===== config.mk =====
export PLATFORM = sky130hd
export DESIGN_NAME = gpio_in_filter
export DESIGN_NICKNAME = d
export VERILOG_FILES = /design/src/rtl/gpio_in_filter.sv
export SDC_FILE = /design/constraint.sdc
export NUM_CORES = 1
export LEC_CHECK = 0
export CORE_ASPECT_RATIO = 0.7
export CORE_UTILIZATION = 44
export DETAILED_ROUTE_END_ITERATION = 8
export PLACE_DENSITY_LB_ADDON = 0.12
export SLEW_MARGIN = 10
export SYNTH_ARGS = -nofsm -noshare
export SYNTH_HDL_FRONTEND = slang
export SYNTH_SLANG_ARGS = --single-unit

===== constraint.sdc =====
create_clock -name clk_i -period 1.65 [get_ports clk_i]
set_input_delay 0.33 -clock clk_i [delete_from_list [all_inputs] [get_ports clk_i]]
set_output_delay 0.33 -clock clk_i [all_outputs]
set_load 0.02 [all_outputs]

===== src/rtl/gpio_in_filter.sv =====
// GPIO pad input conditioning: two-flop synchronizer, per-bit debounce, optional edge-to-IRQ logic.
// Optional feature macro: GPIO_FILT_IRQ_EN (IRQ_EN/RISE_SEL/FALL_SEL/PEND registers and irq_o).
module gpio_in_filter #(
    parameter int unsigned WIDTH    = 8,
    parameter int unsigned DEBOUNCE = 4
) (
    input  logic             clk_i,
    input  logic             rst_ni,
    input  logic [31:0]      addr_i,
    input  logic [31:0]      wdata_i,
    input  logic             we_i,
    input  logic             re_i,
    output logic [31:0]      rdata_o,
    input  logic [WIDTH-1:0] gpio_pad_i,
    output logic [WIDTH-1:0] gpio_o,
    output logic             irq_o
);

    localparam int unsigned CNT_W = 8;
    localparam logic [CNT_W-1:0] CNT_MAX = CNT_W'(DEBOUNCE - 1);

    localparam logic [2:0] A_FILT     = 3'd0;
    localparam logic [2:0] A_IRQ_EN   = 3'd1;
    localparam logic [2:0] A_RISE_SEL = 3'd2;
    localparam logic [2:0] A_FALL_SEL = 3'd3;
    localparam logic [2:0] A_PEND     = 3'd4;
    localparam logic [2:0] A_RAW      = 3'd5;

    logic [WIDTH-1:0]            sync1_q, sync2_q;
    logic [WIDTH-1:0]            filt_q, filt_d;
    logic [WIDTH-1:0][CNT_W-1:0] cnt_q, cnt_d;
    logic [31:0]                 rdata_q, rdata_d;
    logic [2:0]                  sel;
    logic [WIDTH-1:0]            wdata_w;
    logic                        unused_bits;

    assign sel         = addr_i[4:2];
    assign wdata_w     = wdata_i[WIDTH-1:0];
    assign unused_bits = ^{addr_i[31:5], addr_i[1:0], wdata_i, we_i};

    // Per-bit debounce: filt follows sync2 only after DEBOUNCE consecutive mismatches
    always_comb begin
        filt_d = filt_q;
        cnt_d  = cnt_q;
        for (int unsigned i = 0; i < WIDTH; i++) begin
            if (sync2_q[i] == filt_q[i]) begin
                cnt_d[i] = '0;
            end else if (cnt_q[i] == CNT_MAX) begin
                filt_d[i] = sync2_q[i];
                cnt_d[i]  = '0;
            end else begin
                cnt_d[i] = cnt_q[i] + CNT_W'(1);
            end
        end
    end

    always_ff @(posedge clk_i or negedge rst_ni) begin
        if (!rst_ni) begin
            sync1_q <= '0;
            sync2_q <= '0;
            filt_q  <= '0;
            cnt_q   <= '0;
            rdata_q <= '0;
        end else begin
            sync1_q <= gpio_pad_i;
            sync2_q <= sync1_q;
            filt_q  <= filt_d;
            cnt_q   <= cnt_d;
            rdata_q <= rdata_d;
        end
    end

`ifdef GPIO_FILT_IRQ_EN
    logic [WIDTH-1:0] irq_en_q, irq_en_d;
    logic [WIDTH-1:0] rise_sel_q, rise_sel_d;
    logic [WIDTH-1:0] fall_sel_q, fall_sel_d;
    logic [WIDTH-1:0] pend_q, pend_d;
    logic [WIDTH-1:0] pend_set, pend_clr;

    // Edge capture into PEND; a same-cycle set beats a W1C clear
    always_comb begin
        irq_en_d   = irq_en_q;
        rise_sel_d = rise_sel_q;
        fall_sel_d = fall_sel_q;
        pend_clr   = '0;
        pend_set   = (filt_d & ~filt_q & rise_sel_q) | (~filt_d & filt_q & fall_sel_q);
        if (we_i) begin
            case (sel)
                A_IRQ_EN:   irq_en_d   = wdata_w;
                A_RISE_SEL: rise_sel_d = wdata_w;
                A_FALL_SEL: fall_sel_d = wdata_w;
                A_PEND:     pend_clr   = wdata_w;
                default:    ;
            endcase
        end
        pend_d = (pend_q & ~pend_clr) | pend_set;
    end

    always_ff @(posedge clk_i or negedge rst_ni) begin
        if (!rst_ni) begin
            irq_en_q   <= '0;
            rise_sel_q <= '0;
            fall_sel_q <= '0;
            pend_q     <= '0;
        end else begin
            irq_en_q   <= irq_en_d;
            rise_sel_q <= rise_sel_d;
            fall_sel_q <= fall_sel_d;
            pend_q     <= pend_d;
        end
    end

    assign irq_o = |(pend_q & irq_en_q);
`else
    assign irq_o = 1'b0;
`endif

    // Read mux returns pre-write register values
    always_comb begin
        rdata_d = rdata_q;
        if (re_i) begin
            rdata_d = '0;
            case (sel)
                A_FILT:     rdata_d = 32'(filt_q);
                A_RAW:      rdata_d = 32'(sync2_q);
`ifdef GPIO_FILT_IRQ_EN
                A_IRQ_EN:   rdata_d = 32'(irq_en_q);
                A_RISE_SEL: rdata_d = 32'(rise_sel_q);
                A_FALL_SEL: rdata_d = 32'(fall_sel_q);
                A_PEND:     rdata_d = 32'(pend_q);
`endif
                default:    rdata_d = '0;
            endcase
        end
    end

    assign gpio_o  = filt_q;
    assign rdata_o = rdata_q;

endmodule

==> results.py <==
metrics = {
    "place": {
        "port_buffers": 29,
        "dp_cells": 585,
        "pre_cts_ws_ns": -0.0630,
        "hpwl_um": 5690,
        "gp_congestion": 0.806,
    },
    "routing": {
        "drt_iter0_markers": 144,
        "wl_met1_um": 4080,
        "finalWirelength_um": 8080,
        "met2WireLength_um": 3640,
        "vias": 3063,
        "postRouteAntennaNets": 0,
        "dr_wl_met3_um": 273,
        "drc": 0,
        "vias_per_cell": 5.05,
        "dr.max_layer_used": "met4",
        "wl_per_cell_um": 13.3,
        "firstDrtPassIters": 4,
    },
    "clock_network": {
        "cts-htree-levels": 3,
        "cts_buffer_depth": 2,
        "clock_latency_ns": 0.35,
        "numClockSinks": 96,
        "clkSlewWorstSetupHoldPaths_ns": 0.07,
        "cts_tree": "yes",
        "cts-root-buf": "clkbuf_16",
        "cts_buffers": 9,
    },
    "timing": {
        "hold_viol": 0,
        "rsz0062_at_grt": "yes",
        "fmax_mhz": 592,
        "min_period_ns": 1.69,
        "finalMaxSlewViolations": 0,
        "post-route-period-util": 1.02,
        "setup_viol": 11,
        "setup_slack_ns": -0.0392,
        "setup-tns-final_ns": -0.253,
        "clock_skew_ns": 0.00779,
    },
    "setup_path": {
        "reg2reg_depth": 5,
        "crit_slowest_cell": "or4b_4",
        "crit_type": "reg2reg",
        "path_max_fanout": 6,
        "critPathLaunchType": "flip-flop",
        "arrival_ns": 1.92,
        "crit_chain": "ha_2, or4b_4, o41ai_4, buf_6, nor2_1",
        "cp.required_ns": 1.89,
        "crit_path_max_incr_delay_ns": 0.50,
        "r2r-start": "cnt_q[9]$_DFF_PN0_",
        "r2r_setup_slack_ns": -0.04,
        "regToRegEndpoint": "cnt_q[10]$_DFF_PN0_",
        "cp-end-kind": "flip-flop",
    },
    "yosys": {
        "avgSynthCellArea_um2": 10.9,
        "synthCells": 410,
        "synth_seq_cells": 96,
        "seq_area_frac_synth": 0.538,
        "synth_fa_ha_area_frac": 0.0448,
        "syn_area_um2": 4470,
        "synth-xor-area-share": 0.0628,
        "synth.area.mux_share": 0.0227,
        "synth_compound_area_frac": 0.102,
        "synth_cell_type_count": 29,
        "synth-warning-count": 0,
        "yosys.area_share.simple": 0.173,
        "synth_top_family_by_area": "simple AND/OR/NAND/NOR gates",
    },
    "finish": {
        "final_cell_count_no_fill": 607,
        "antennaDiodeCount": 0,
        "final_nets": 566,
        "drive_gt1_frac": 0.136,
        "layout_common_cells": "dfrtp_1 (96), nor2_1 (39), nand3_1 (32)",
        "layout_commonest_cell": "dfrtp_1",
        "fillers": 896,
        "areaGrowthSynthToFinish_pct": 20.5,
    },
    "global_routing": {
        "grt_max_degree": 38,
        "grtUsageTotal": 0.172,
        "gr-total-overflow": 0,
        "grt_pass1_wl_um": 13800,
        "antenna_found_initial": 0,
        "grt_pass1_vias": 2902,
    },
    "power_and_ir_drop": {
        "seqPwrFrac": 0.431,
        "intPower_uw": 4760,
        "ir_drop_uv": 846,
        "switching_share": 0.338,
        "p_per_area_nw_per_um2": 1330,
        "leakagePower_uw": 0.00241,
        "pwr-share-clk": 0.271,
        "netSwitchingPower_uw": 2430,
        "p_comb_frac": 0.298,
    },
    "floorplan": {
        "die_x_um": 122,
        "dieHeight_um": 86.3,
        "dieArea_um2": 10600,
        "rows": 30,
        "start_util": 0.458,
        "top_level_ports": 117,
        "core-area_um2": 9760,
    },
    "run_status": {
        "status": "complete, but fails checks",
        "violations": "negative setup slack",
    },
    "job": {
        "drv_cap": 0,
    },
    "worst_hold_path": {
        "min_from": "sync1_q[5]$_DFF_PN0_",
        "hold_class": "reg2reg",
        "hold_depth": 0,
        "hold-path-endpoint": "sync2_q[5]$_DFF_PN0_",
    },
}
[layer usage]
layer,vias up,GRT usage
met5,-,0
met4,0,0.0532
met2,36,0.261
li1,1519,-
met3,9,0.0566
met1,1499,0.235
[logic make-up (layout without fill, tap and decap cells)]
| family | after synthesis | in the layout |
|---|---|---|
| flops | 96 | 96 |
| other cells | 1 | 25 |
| fa+ha+maj | 16 | 16 |
| buf+inv | 41 | 86 |
| xor+xnor | 32 | 32 |
| mux | 9 | 9 |
| compound gates | 71 | 71 |
| simple gates | 144 | 144 |
[what timing repair did]
item / CTS / global route
setup endpoints to repair: 21 / 19
hold buffers: 1 / 0
hold endpoints to repair: 23 / 0
pin swaps: 1 / 5
setup buffers: 1 / 4
resized for setup: 17 / 15
[worst max-delay path: cells and delay by family, from the launching register on]
family / cells / cell delay [ns]
adder cells (fa/ha/maj): 1 / 0.18
flip-flops: 1 / 0.36
AND/OR/NAND/NOR: 2 / 0.54
buffers and inverters: 1 / 0.19
AO/OA/AOI/OAI: 1 / 0.31
[stage by stage]
step | util | hold slack [ns] | power [uW] | area (um2)
global route | 0.552 | 0.364 | 7640 | 5380
detailed placement | 0.512 | 0.284 | 5190 | 5000
CTS | 0.543 | 0.349 | 7130 | 5300
finish | 0.552 | 0.348 | 7180 | 5380
global placement | 0.512 | 0.277 | 5150 | 5000
floorplan | - | 0.0344 | 4360 | 4560
[power by group through the flow]
stage / logic, uW / clock network, uW / registers [uW]
after floorplan: 1110 / 0 / 3250
after global placement: 2030 / 0 / 3120
after detailed placement: 2060 / 0 / 3130
after CTS: 2040 / 2010 / 3090
after global routing: 2370 / 2110 / 3150
final: 2140 / 1940 / 3100
[sequential cells by signal (all words and copies together), names as in the netlist]
register / cells
cnt_q: 64
gpio_o: 8
rdata_o: 8
sync1_q: 8
sync2_q: 8
[how the worst max path moves through the flow]
stage	startpoint	endpoint	slack, ns	cells after the start
6_report	cnt_q[9]$_DFF_PN0_	cnt_q[10]$_DFF_PN0_	-0.04	5
5_1_grt	cnt_q[24]$_DFF_PN0_	cnt_q[26]$_DFF_PN0_	-0.12	4
4_1_cts	cnt_q[24]$_DFF_PN0_	cnt_q[26]$_DFF_PN0_	-0.02	4
3_5_place_dp	cnt_q[8]$_DFF_PN0_	gpio_o[1]$_DFFE_PN0P_	-0.06	4
3_3_place_gp	cnt_q[8]$_DFF_PN0_	gpio_o[1]$_DFFE_PN0P_	-0.03	4
2_1_floorplan	cnt_q[0]$_DFF_PN0_	gpio_o[0]$_DFFE_PN0P_	-0.0008	4
[layout make-up]
| cell class | instances | area [um2] | share of cell area |
|---|---|---|---|
| clock inverters | 5 | 32.5 | 0.00604 |
| repair buffers | 58 | 528 | 0.0981 |
| inverters | 12 | 45.0 | 0.00837 |
| flip-flops and latches | 96 | 2400 | 0.446 |
| multi-input cells | 297 | 1970 | 0.366 |
| well taps | 128 | 160 | 0.0298 |
| clock buffers | 11 | 243 | 0.0451 |
[cell usage after synthesis]
cell type  number  area share
nor2_1         42       0.035
or3b_1          1      0.0020
inv_1          12       0.010
conb_1          1     0.00084
clkbuf_1        2      0.0017
mux2_2          1      0.0025
a22oi_1         7       0.012
buf_2           2      0.0022
nor3_1          6      0.0067
a21oi_1        31       0.035
buf_4          25       0.042
o41ai_4         3       0.018
nor4b_1         5      0.0098
xnor2_1        15       0.029
dfrtp_1        96        0.54
xor2_1         17       0.033
nand2_1        14       0.012
ha_1           16       0.045
mux2_1          8       0.020
nor4_2          3      0.0084
or3_1          24       0.034
o21ai_0        24       0.027
nand4_1         8       0.011
and2_1          5      0.0070
nand3_1        32       0.036
a21o_1          5      0.0084
or4b_4          3      0.0092
a21boi_1        1      0.0017
and3b_1         1      0.0020
Power figures use the tool's default switching activity.
